$ cat config.mk
export PLATFORM = sky130hd
export DESIGN_NAME = sys_array_stream_flat
export DESIGN_NICKNAME = d
export VERILOG_FILES = /design/src/rtl/sys_array_pkg.sv /design/src/rtl/sys_array_stream_if.sv /design/src/rtl/sys_array_pe.sv /design/src/rtl/sys_array_stream.sv /design/src/flat_wrapper.sv
export SDC_FILE = /design/constraint.sdc
export NUM_CORES = 2
export LEC_CHECK = 0
export ABC_AREA = 1
export CORE_MARGIN = 5
export CORE_UTILIZATION = 65
export DETAILED_ROUTE_END_ITERATION = 8
export HOLD_SLACK_MARGIN = 0.12
export PLACE_DENSITY = 0.83
export SYNTH_ARGS = -nofsm -noshare
export SYNTH_HDL_FRONTEND = slang
export SYNTH_SLANG_ARGS = --single-unit
$ cat constraint.sdc
create_clock -name clk -period 9.8 [get_ports clk]
set_input_delay 1.47 -clock clk [delete_from_list [all_inputs] [get_ports clk]]
set_output_delay 1.47 -clock clk [all_outputs]
set_load 0.05 [all_outputs]
$ cat src/rtl/sys_array_pkg.sv
// rtl/sys_array_pkg.sv - shared state type and sizing helpers for the systolic matrix-vector engine
package sys_array_pkg;

  typedef enum logic [1:0] {ST_LOAD, ST_RUN, ST_DRAIN} state_e;

  function automatic int acc_width(input int data_width, input int array_l);
    return 2 * data_width + $clog2(array_l);
  endfunction

  // Input register + ARRAY_L-1 skew hops + ARRAY_W PE rows + deskew + output register.
  function automatic int calc_lat(input int array_w, input int array_l);
    return array_l + array_w;
  endfunction

endpackage

$ cat src/rtl/sys_array_stream_if.sv
// rtl/sys_array_stream_if.sv - weight, input-vector and result ports of the systolic engine
interface sys_array_stream_if
  import sys_array_pkg::*;
#(
  parameter int DATA_WIDTH = 8,
  parameter int ARRAY_W    = 4,
  parameter int ARRAY_L    = 4,
  parameter int ACC_WIDTH  = acc_width(DATA_WIDTH, ARRAY_L)
);
  logic                               weight_valid;
  logic                               weight_ready;
  logic [ARRAY_L-1:0][DATA_WIDTH-1:0] weight_row;
  logic [$clog2(ARRAY_L+1)-1:0]       cfg_len;
  logic                               in_valid;
  logic                               in_ready;
  logic [ARRAY_L-1:0][DATA_WIDTH-1:0] in_data;
  logic                               out_valid;
  logic [ARRAY_W-1:0][ACC_WIDTH-1:0]  out_data;
  logic                               busy;

  modport master (
    output weight_valid, weight_row, cfg_len, in_valid, in_data,
    input  weight_ready, in_ready, out_valid, out_data, busy
  );

  modport slave (
    input  weight_valid, weight_row, cfg_len, in_valid, in_data,
    output weight_ready, in_ready, out_valid, out_data, busy
  );
endinterface

$ cat src/rtl/sys_array_pe.sv
// rtl/sys_array_pe.sv - one weight-stationary PE: registered MAC, x passed down, valid passed right
module sys_array_pe #(
  parameter int DATA_WIDTH = 8,
  parameter int ACC_WIDTH  = 18
) (
  input  logic                         clk,
  input  logic                         reset,
  input  logic                         w_we,
  input  logic signed [DATA_WIDTH-1:0] w_in,
  input  logic signed [DATA_WIDTH-1:0] x_in,
  input  logic                         v_in,
  input  logic signed [ACC_WIDTH-1:0]  ps_in,
  output logic signed [DATA_WIDTH-1:0] x_out,
  output logic                         v_out,
  output logic signed [ACC_WIDTH-1:0]  ps_out
);
  localparam int PW = 2 * DATA_WIDTH;

  logic signed [DATA_WIDTH-1:0] w_q, w_d, x_q, x_d;
  logic                         v_q, v_d;
  logic signed [ACC_WIDTH-1:0]  ps_q, ps_d;
  logic signed [PW-1:0]         prod;

  always_comb begin
    w_d  = w_we ? w_in : w_q;
    x_d  = x_in;
    v_d  = v_in;
    prod = PW'(w_q) * PW'(x_in);
    ps_d = ps_in + ACC_WIDTH'(prod);
  end

  always_ff @(posedge clk) begin
    if (reset) begin
      w_q  <= '0;
      x_q  <= '0;
      v_q  <= 1'b0;
      ps_q <= '0;
    end else begin
      w_q  <= w_d;
      x_q  <= x_d;
      v_q  <= v_d;
      ps_q <= ps_d;
    end
  end

  assign x_out  = x_q;
  assign v_out  = v_q;
  assign ps_out = ps_q;
endmodule

$ cat src/rtl/sys_array_stream.sv
// rtl/sys_array_stream.sv - skewed weight-stationary signed matrix-vector engine with load/run/drain control
module sys_array_stream
  import sys_array_pkg::*;
#(
  parameter int DATA_WIDTH = 8,
  parameter int ARRAY_W    = 4,
  parameter int ARRAY_L    = 4,
  parameter int ACC_WIDTH  = acc_width(DATA_WIDTH, ARRAY_L)
) (
  input logic               clk,
  input logic               reset,
  sys_array_stream_if.slave bus
);
  localparam int LAT   = calc_lat(ARRAY_W, ARRAY_L);
  localparam int LEN_W = $clog2(ARRAY_L + 1);
  localparam int K_W   = (ARRAY_W > 1) ? $clog2(ARRAY_W) : 1;
  localparam int CNT_W = $clog2(LAT + 1);

  state_e                             state_q, state_d;
  logic [K_W-1:0]                     k_q, k_d;
  logic [LEN_W-1:0]                   len_q, len_d;
  logic [CNT_W-1:0]                   cnt_q, cnt_d;
  logic [ARRAY_L-1:0][DATA_WIDTH-1:0] xin_q, xin_d;
  logic                               vin_q, vin_d;
  logic [ARRAY_W-1:0][ACC_WIDTH-1:0]  out_data_q, out_data_d;
  logic                               out_valid_q, out_valid_d;
  logic                               w_acc, in_acc;
  logic [ARRAY_W-1:0]                 row_we, row_v;
  logic [ACC_WIDTH-1:0]               row_ps  [ARRAY_W];
  logic [DATA_WIDTH-1:0]              col_x   [ARRAY_L];
  logic [DATA_WIDTH-1:0]              x_pipe  [ARRAY_W+1][ARRAY_L];
  logic [ACC_WIDTH-1:0]               ps_pipe [ARRAY_W][ARRAY_L+1];
  logic                               v_pipe  [ARRAY_W][ARRAY_L];

  assign bus.weight_ready = (state_q == ST_LOAD);
  assign bus.in_ready     = (state_q == ST_RUN);
  assign bus.busy         = (state_q != ST_RUN) || (cnt_q != '0);
  assign bus.out_valid    = out_valid_q;
  assign bus.out_data     = out_data_q;
  assign w_acc            = (state_q == ST_LOAD) && bus.weight_valid;
  assign in_acc           = (state_q == ST_RUN) && bus.in_valid;

  always_comb begin
    state_d = state_q;
    k_d     = k_q;
    len_d   = len_q;
    cnt_d   = cnt_q;
    case (state_q)
      ST_LOAD: begin
        if (w_acc) begin
          if (k_q == K_W'(ARRAY_W - 1)) begin
            state_d = ST_RUN;
            k_d     = '0;
            len_d   = (bus.cfg_len > LEN_W'(ARRAY_L)) ? LEN_W'(ARRAY_L) : bus.cfg_len;
          end else begin
            k_d = k_q + 1'b1;
          end
        end
      end
      ST_RUN:   if (bus.weight_valid) state_d = ST_DRAIN;
      ST_DRAIN: if (cnt_q == '0) state_d = ST_LOAD;
      default:  state_d = ST_LOAD;
    endcase
    // Countdown to the emergence of the youngest accepted vector.
    if (in_acc) cnt_d = CNT_W'(LAT);
    else if (cnt_q != '0) cnt_d = cnt_q - 1'b1;
    for (int r = 0; r < ARRAY_W; r++) row_we[r] = w_acc && (k_q == K_W'(r));
    for (int c = 0; c < ARRAY_L; c++)
      xin_d[c] = (in_acc && (LEN_W'(c) < len_q)) ? bus.in_data[c] : '0;
    vin_d       = in_acc;
    out_valid_d = &row_v;
    out_data_d  = out_data_q;
    for (int r = 0; r < ARRAY_W; r++)
      if (out_valid_d) out_data_d[r] = row_ps[r];
  end

  always_ff @(posedge clk) begin
    if (reset) begin
      state_q     <= ST_LOAD;
      k_q         <= '0;
      len_q       <= '0;
      cnt_q       <= '0;
      xin_q       <= '0;
      vin_q       <= 1'b0;
      out_valid_q <= 1'b0;
      out_data_q  <= '0;
    end else begin
      state_q     <= state_d;
      k_q         <= k_d;
      len_q       <= len_d;
      cnt_q       <= cnt_d;
      xin_q       <= xin_d;
      vin_q       <= vin_d;
      out_valid_q <= out_valid_d;
      out_data_q  <= out_data_d;
    end
  end

  for (genvar c = 0; c < ARRAY_L; c++) begin : g_skew
    if (c == 0) begin : g_direct
      assign col_x[c] = xin_q[c];
    end else begin : g_delay
      logic [DATA_WIDTH-1:0] sk_q [c];
      logic [DATA_WIDTH-1:0] sk_d [c];
      always_comb begin
        sk_d[0] = xin_q[c];
        for (int i = 1; i < c; i++) sk_d[i] = sk_q[i-1];
      end
      always_ff @(posedge clk) begin
        if (reset) sk_q <= '{default: '0};
        else       sk_q <= sk_d;
      end
      assign col_x[c] = sk_q[c-1];
    end
    assign x_pipe[0][c] = col_x[c];
  end

  // Valid enters at column 0 of each row and rides rightward with the partial sum.
  for (genvar r = 0; r < ARRAY_W; r++) begin : g_row
    assign ps_pipe[r][0] = '0;
    for (genvar c = 0; c < ARRAY_L; c++) begin : g_col
      logic v_left;
      if (c == 0) begin : g_v0
        if (r == 0) begin : g_first
          assign v_left = vin_q;
        end else begin : g_down
          assign v_left = v_pipe[r-1][0];
        end
      end else begin : g_vc
        assign v_left = v_pipe[r][c-1];
      end
      sys_array_pe #(.DATA_WIDTH(DATA_WIDTH), .ACC_WIDTH(ACC_WIDTH)) u_pe (
        .clk    (clk),
        .reset  (reset),
        .w_we   (row_we[r]),
        .w_in   (bus.weight_row[c]),
        .x_in   (x_pipe[r][c]),
        .v_in   (v_left),
        .ps_in  (ps_pipe[r][c]),
        .x_out  (x_pipe[r+1][c]),
        .v_out  (v_pipe[r][c]),
        .ps_out (ps_pipe[r][c+1])
      );
    end
  end

  for (genvar r = 0; r < ARRAY_W; r++) begin : g_deskew
    localparam int D = ARRAY_W - 1 - r;
    if (D == 0) begin : g_direct
      assign row_ps[r] = ps_pipe[r][ARRAY_L];
      assign row_v[r]  = v_pipe[r][ARRAY_L-1];
    end else begin : g_delay
      logic [ACC_WIDTH-1:0] dps_q [D];
      logic [ACC_WIDTH-1:0] dps_d [D];
      logic [D-1:0]         dv_q, dv_d;
      always_comb begin
        dps_d[0] = ps_pipe[r][ARRAY_L];
        dv_d     = '0;
        dv_d[0]  = v_pipe[r][ARRAY_L-1];
        for (int i = 1; i < D; i++) begin
          dps_d[i] = dps_q[i-1];
          dv_d[i]  = dv_q[i-1];
        end
      end
      always_ff @(posedge clk) begin
        if (reset) begin
          dps_q <= '{default: '0};
          dv_q  <= '0;
        end else begin
          dps_q <= dps_d;
          dv_q  <= dv_d;
        end
      end
      assign row_ps[r] = dps_q[D-1];
      assign row_v[r]  = dv_q[D-1];
    end
  end
endmodule

$ cat src/flat_wrapper.sv
// flat-port wrapper written by rule: the top's interface ports become plain ports
module sys_array_stream_flat import sys_array_pkg::*;
#(
  parameter int DATA_WIDTH = 8,
  parameter int ARRAY_W    = 4,
  parameter int ARRAY_L    = 4,
  parameter int ACC_WIDTH  = acc_width(DATA_WIDTH, ARRAY_L)
)
  (clk, reset, bus_weight_valid, bus_weight_row, bus_cfg_len, bus_in_valid, bus_in_data, bus_weight_ready, bus_in_ready, bus_out_valid, bus_out_data, bus_busy);
  sys_array_stream_if #(.DATA_WIDTH(DATA_WIDTH), .ARRAY_W(ARRAY_W), .ARRAY_L(ARRAY_L), .ACC_WIDTH(ACC_WIDTH)) bus_i ();
  input logic clk;
  input logic reset;
  input wire logic [$bits(bus_i.weight_valid)-1:0] bus_weight_valid;
  input wire logic [$bits(bus_i.weight_row)-1:0] bus_weight_row;
  input wire logic [$bits(bus_i.cfg_len)-1:0] bus_cfg_len;
  input wire logic [$bits(bus_i.in_valid)-1:0] bus_in_valid;
  input wire logic [$bits(bus_i.in_data)-1:0] bus_in_data;
  output wire logic [$bits(bus_i.weight_ready)-1:0] bus_weight_ready;
  output wire logic [$bits(bus_i.in_ready)-1:0] bus_in_ready;
  output wire logic [$bits(bus_i.out_valid)-1:0] bus_out_valid;
  output wire logic [$bits(bus_i.out_data)-1:0] bus_out_data;
  output wire logic [$bits(bus_i.busy)-1:0] bus_busy;
  assign bus_i.weight_valid = bus_weight_valid;
  assign bus_i.weight_row = bus_weight_row;
  assign bus_i.cfg_len = bus_cfg_len;
  assign bus_i.in_valid = bus_in_valid;
  assign bus_i.in_data = bus_in_data;
  assign bus_weight_ready = bus_i.weight_ready;
  assign bus_in_ready = bus_i.in_ready;
  assign bus_out_valid = bus_i.out_valid;
  assign bus_out_data = bus_i.out_data;
  assign bus_busy = bus_i.busy;
  sys_array_stream #(.DATA_WIDTH(DATA_WIDTH), .ARRAY_W(ARRAY_W), .ARRAY_L(ARRAY_L), .ACC_WIDTH(ACC_WIDTH)) u_core (.clk(clk), .reset(reset), .bus(bus_i));
endmodule
==> Yosys cells after proc, flatten, opt, wreduce, memory -nomap -nowiden <==
Cells that the tools add are included.
{ "totals": {"elab_cells": 163, "output_inout_bits": 76, "reg_bits": 789} }
{ "classes": {"order_cmp": 5, "n_eq_ne": 10, "add_sub_neg": 14, "bitwise_logic": 4, "n_mux": 9, "mul": 16, "reduce_logical": 25} }
{ "op_table": {"columns": ["cell", "n"], "rows": [
  ["$mul 8x8->16", 16],
  ["$add 18x16->18", 8],
  ["$add 16x16->17", 4],
  ["$logic_and 1x1->1", 10],
  ["$mux 2", 5],
  ["$reduce_or 2->1", 5],
  ["$mux 4", 2],
  ["$ne 2x1->1 const B", 4],
  ["$eq 2x2->1 const B", 3],
  ["$lt 1x3->1 const A", 2],
  ["$lt 2x3->1 const A", 2],
  ["$pmux 2 s3", 1],
  ["$reduce_and 3->1", 2],
  ["$eq 2x1->1 const B", 2],
  ["$logic_not 2->1", 2],
  ["$logic_not 4->1", 1],
  ["$not 1->1", 4],
  ["$reduce_and 4->1", 1],
  ["$reduce_bool 4->1", 1],
  ["$sub 4x1->4 const B", 1],
  ["$gt 3x3->1 const B", 1],
  ["$mux 3", 1],
  ["$add 2x1->2 const B", 1],
  ["$ne 2x2->1 const B", 1],
  ["3 further kinds", 3]
]} }

==> Depth between registers and ports, before layout <==
{ "logic_depth": {"depth_word": 5, "depth_mapped": 22, "depth_no_buf": 21} }

==> Hierarchy <==
From an unflattened synthesis, not the netlist that was laid out.
{ "unflattened": {"cells_unflattened": 10094, "area_unflattened_um2": 80803.7} }
{ "by_module_without_submodules": {"columns": ["mod", "cells_each", "area_each_um2", "instances"], "rows": [
  ["sys_array_pe (u_core.g_row[1].g_col[1].u_pe ...)", 557, 4475.5, 8],
  ["sys_array_pe (u_core.g_row[0].g_col[0].u_pe ...)", 581, 4564.4, 3],
  ["sys_array_stream", 1014, 8638.3, 1],
  ["sys_array_pe (u_core.g_row[0].g_col[1].u_pe)", 581, 4559.4, 1],
  ["sys_array_pe (u_core.g_row[1].g_col[0].u_pe)", 585, 4551.9, 1],
  ["sys_array_pe (u_core.g_row[3].g_col[2].u_pe)", 580, 4551.9, 1],
  ["sys_array_pe (u_core.g_row[3].g_col[3].u_pe)", 579, 4539.4, 1],
  ["sys_array_pe (u_core.g_row[3].g_col[1].u_pe)", 556, 4465.5, 1]
]} }

==> Worst setup path after synthesis <==
No wires, ideal clock.
{ "synth_timing": {"kind": "reg-to-reg", "startpoint": "register u_core.g_row[1].g_col[3].u_pe.x_q[0]", "endpoint": "register u_core.g_row[2].g_col[3].u_pe.ps_q[17]", "setup_time_ns": 0.113, "path_buffers": 1, "path_stages_with_launch": 20, "required_time_ns": 9.687, "slack_ns": 5.360, "t_arrival_ns": 4.327, "synth_period_minus_slack_ns": 4.440, "path_cell_list": "dfxtp_1 clkbuf_1 nand2_1 inv_1 fa_1 fa_1 fa_1 fa_1 ha_1 ha_1 nand2_1 inv_1 nand2_1 nand2_1 a21oi_1 nor2_1 nor2_1 nand2_1 nand2_1 nor2_1"} }
{ "synth_between": {"elab_chain_len": 2} }
{ "synth_rtl": {"columns": ["item", "line", "text"], "rows": [
  ["from (decl)", "sys_array_pe.sv:19", "logic signed [DATA_WIDTH-1:0] w_q, w_d, x_q, x_d;"],
  ["from (signal assigned)", "sys_array_pe.sv:35", "x_q <= '0;"],
  ["from (signal assigned)", "sys_array_pe.sv:40", "x_q <= x_d;"],
  ["$mul 8x8->16", "sys_array_pe.sv:28", "prod = PW'(w_q) * PW'(x_in);"],
  ["$add 18x16->18", "sys_array_pe.sv:29", "ps_d = ps_in + ACC_WIDTH'(prod);"],
  ["to (signal assigned)", "sys_array_pe.sv:42", "ps_q <= ps_d;"],
  ["to (decl)", "sys_array_pe.sv:21", "logic signed [ACC_WIDTH-1:0] ps_q, ps_d;"]
]} }
Every way passes these cells.
A chain may end at the register's enable or synchronous reset.

==> Worst setup path in the final report <==
{ "layout_timing": {"startpoint": "register u_core.g_row[1].g_col[1].u_pe.x_q[0]", "endpoint": "register u_core.g_row[2].g_col[1].u_pe.ps_q[16]"} }
{ "layout_between": {"elab_chain_len": 2} }
{ "layout_rtl": {"columns": ["item", "line"], "rows": [
  ["from (decl)", "sys_array_pe.sv:19"],
  ["from (signal assigned)", "sys_array_pe.sv:35"],
  ["from (signal assigned)", "sys_array_pe.sv:40"],
  ["$mul 8x8->16", "sys_array_pe.sv:28"],
  ["$add 16x16->17", "sys_array_pe.sv:29"],
  ["to (signal assigned)", "sys_array_pe.sv:42"],
  ["to (decl)", "sys_array_pe.sv:21"]
]} }
Every way passes these cells.

==> results.ini <==
[die]
fp.dieH_microns = 346
placement_rows = 123
floorplan.initialDensity_pct = 65.3
die_width_microns = 346
design.core.area_sq_mm = 0.112
die_area_sq_mm = 0.120
io-pin-count = 147

[setup_path]
critical_path_required_ns = 10.38
critical_path_arrival_ns = 5.50
timing.critical_path.slowest_cell_delay_ns = 0.58
setup.worst_path.start_class = register
worst_path_dominant_cell_family = adder cells
critical_path.max_fanout = 9
critical_path_depth = 17
endpoint_kind = register
setup.worst_path.class = register to register
timing.critical_path.slowest_stage_cell = sky130_fd_sc_hd__dfxtp_1
worst_r2r_path_depth = 17
crit_top_cell = sky130_fd_sc_hd__fa_1
crit_path_cell_chain = nand2_1 -> inv_1 -> fa_1 -> fa_1 -> fa_1 -> inv_1 -> fa_1 -> inv_1 -> ha_1 -> ha_1 -> nand2_1 -> nor2_1 -> nand3_1 -> nand3_1 -> nand3_1 -> nand2_1 -> nor2_1
critical_path_buf_inv_count = 3

[routing]
wl_cell_microns = 15.8
iteration_0_drc_count_of_the_detailed_router = 4313
wl_mm = 167
via_per_inst = 5.24
firstDrtPassIters = 7
antenna_violating_nets_post_route = 0
routed-via-count = 55400
remaining_drc_errors = 0

[timing]
setup-tns-final_ns = 0
worst_slew_pin_slew_ns = 1.10
finalSetupViolations = 0
clock.fmax_ghz = 0.203
finalHoldViolCount = 0
worst_slew_margin_rel_pct = 26.5
post_route_fraction_of_the_period_consumed_by_the_critical_path_pct = 50.2
grt_setup_unrepaired = false
finClkSkew_ns = 0.0511
timing.final.max_slew_violations = 0
timing.hold.ws_ns = 0.379
finalWorstPathRequiredPeriod_ns = 4.92

[placed_design]
globalplace.congestion = 0.930
dp_hpwl_mm = 133
numPortBuffers = 146
dp.cells = 10400

[global_routing]
global_route.overflow_total = 0
track_usage_pct = 28.5
grt_max_degree = 192
via_count_of_the_first_global_routing_pass = 58300
antenna_found_initial = 11
global_route_wire_length_before_repair_mm = 282

[synthesis]
synth_top_cell_area_share_pct = 31.8
async_reset_ff_share_pct = 0
synth_largest_area_cell = sky130_fd_sc_hd__fa_1
yosys_most_used_dff = sky130_fd_sc_hd__dfxtp_1
synth.yosys.seq_area_share_pct = 21.3
ys_top_cells_by_area = sky130_fd_sc_hd__fa_1 (32%), sky130_fd_sc_hd__dfxtp_1 (21%), sky130_fd_sc_hd__inv_1 (12%), sky130_fd_sc_hd__ha_1 (10%), sky130_fd_sc_hd__nand2_1 (8.7%)
synth.avg_cell_area_sq_um = 8.04
synth.top_cells.by_count = sky130_fd_sc_hd__inv_1 (2385), sky130_fd_sc_hd__nand2_1 (1697), sky130_fd_sc_hd__fa_1 (1164)
syn-cell-area_sq_mm = 0.0733
synth_fp_nets = 11000
post_synthesis_register_bit_count = 780
yosys.cell_types.count = 43
synthMostInstantiatedCell = sky130_fd_sc_hd__inv_1
synth_warnings = 0
synth_cells = 9124
synth-edff-count = 0

[clock_network]
cts_root_buf = sky130_fd_sc_hd__clkbuf_16
clock-sinks = 780
number_of_buffers_added_by_the_clock_tree_synthesis_step = 85
cts-htree-levels = 3
clk_transition_reported_paths_ns = 0.07
ctsHoldBuffers = 0
post_cts.resized_instances = 0
postCtsSetupBuffers = 0
cts_tree = done
clockBufferDepth = 3
worstSkewPairLatency_ns = 0.70

[power]
power_density_normalized_to_cell_area_mw_per_mm2 = 89.1
finalPower_w = 0.00698
max-vdd-ir-drop_mv = 0.124
leakagePower_nw = 45.0

[cells_and_area]
layout-drive-gt1-share_pct = 1.96
area_delta_synth_final_pct = 6.75
post_layout_nonfiller_instances = 10600
final_net_count = 10800

[run_status]
run_status = finished clean

[worst_hold_path]
class_of_the_most_critical_hold_timing_path = register to register
worst_hold_path.num_cells = 2

[job]
max_cap_violations = 0

==> cell type report <==
class	instances	area, sq um
Antenna cell	5	12.5
Clock inverter	49	721
Tap cell	1500	1880
Clock buffer	105	2310
Timing Repair Buffer	159	1580
Multi-Input combinational cell	5576	47200
Fill cell	8592	34100
Sequential cell	780	15600
Inverter	2392	8990
==> worst paths after layout <==
path                                                from                                       end  slack [ns]
hold / removal        u_core.g_deskew[1].g_delay.dv_q[0]           u_core.g_deskew[2].g_delay.dv_q        0.38
setup reg to reg  u_core.g_row[1].g_col[1].u_pe.x_out[0]  u_core.g_row[2].g_col[1].u_pe.ps_out[16]        4.88
hold reg to reg       u_core.g_deskew[1].g_delay.dv_q[0]           u_core.g_deskew[2].g_delay.dv_q        0.38
setup / recovery  u_core.g_row[1].g_col[1].u_pe.x_out[0]  u_core.g_row[2].g_col[1].u_pe.ps_out[16]        4.88
==> registers in the layout (all words and copies together) (netlist names), 2 cells and up <==
| register | cells |
|---|---|
| u_core.bus.out_data | 72 |
| u_core.cnt_q | 4 |
| u_core.col_x | 24 |
| u_core.g_deskew.g_delay.dps_d | 54 |
| u_core.g_deskew.g_delay.dps_q | 54 |
| u_core.g_deskew.g_delay.dv_q | 3 |
| u_core.g_row.g_col.u_pe.ps_out | 276 |
| u_core.g_row.g_col.u_pe.v_out | 4 |
| u_core.g_row.g_col.u_pe.w_q | 128 |
| u_core.g_row.g_col.u_pe.x_out | 96 |
| u_core.g_skew.g_delay.sk_d | 48 |
| u_core.g_skew.g_delay.sk_q | 8 |
| u_core.k_q | 2 |
| u_core.len_q | 3 |
| u_core.state_q | 2 |
==> where the power goes <==
part	internal, W	total, W	switching, W
Combinational	0.0000803	0.000264	0.000184
Clock	0.00199	0.00344	0.00145
Sequential	0.00320	0.00327	0.0000688
==> stage by stage <==
step | area [sq um] | setup WS [ns] | util (%)
after floorplan | 73300 | 5.36 | -
after global placement | 75200 | 5.05 | 67.0
after detailed placement | 75200 | 4.97 | 67.0
after CTS | 78300 | 4.92 | 69.7
after global routing | 78300 | 4.57 | 69.7
final | 78300 | 4.88 | 69.7
==> routing by layer <==
metal	global-route usage [%]	wire length, microns	vias to the layer above
met4	10.7	6450	6
met5	0	34	-
met3	4.70	11500	446
met2	49.6	81800	1897
met1	35.9	67200	26700
li1	-	-	26300
==> cell usage in the layout (no fill, tap or decap), drive strengths merged, types with 17 or more instances in the layout <==
| master | instances |
|---|---|
| inv | 2402 |
| nand2 | 1701 |
| fa | 1164 |
| nor2 | 952 |
| dfxtp | 780 |
| ha | 614 |
| a21oi | 400 |
| nand3 | 284 |
| o21ai | 271 |
| clkdlybuf4s50 | 145 |
| clkbuf | 105 |
| xnor2 | 33 |
| a21o | 29 |
| clkinv | 25 |
| xor2 | 24 |
| nand4 | 17 |
==> worst reg2reg max path, stage by stage, from the launching register on <==
cell and delay, ns:
sky130_fd_sc_hd__dfxtp_1 0.58, sky130_fd_sc_hd__nand2_1 0.18, sky130_fd_sc_hd__inv_1 0.43, sky130_fd_sc_hd__fa_1 0.55, sky130_fd_sc_hd__fa_1 0.53, sky130_fd_sc_hd__fa_1 0.56
sky130_fd_sc_hd__inv_1 0.05, sky130_fd_sc_hd__fa_1 0.47, sky130_fd_sc_hd__inv_1 0.05, sky130_fd_sc_hd__ha_1 0.27, sky130_fd_sc_hd__ha_1 0.34, sky130_fd_sc_hd__nand2_1 0.14
sky130_fd_sc_hd__nor2_1 0.07, sky130_fd_sc_hd__nand3_1 0.09, sky130_fd_sc_hd__nand3_1 0.13, sky130_fd_sc_hd__nand3_1 0.11, sky130_fd_sc_hd__nand2_1 0.05, sky130_fd_sc_hd__nor2_1 0.21
==> cell families (layout without fill, tap and decap cells) <==
group	Yosys count	after routing	synth area share [%]
compound gates	748	748	5.36
fa+ha+maj	1778	1778	42.3
flops	780	780	21.3
simple gates	2993	2993	16.1
xor+xnor	57	57	0.681
other cells	0	5	0
buf+inv	2768	2705	14.4
No activity file was read; power rests on OpenSTA's default activity.
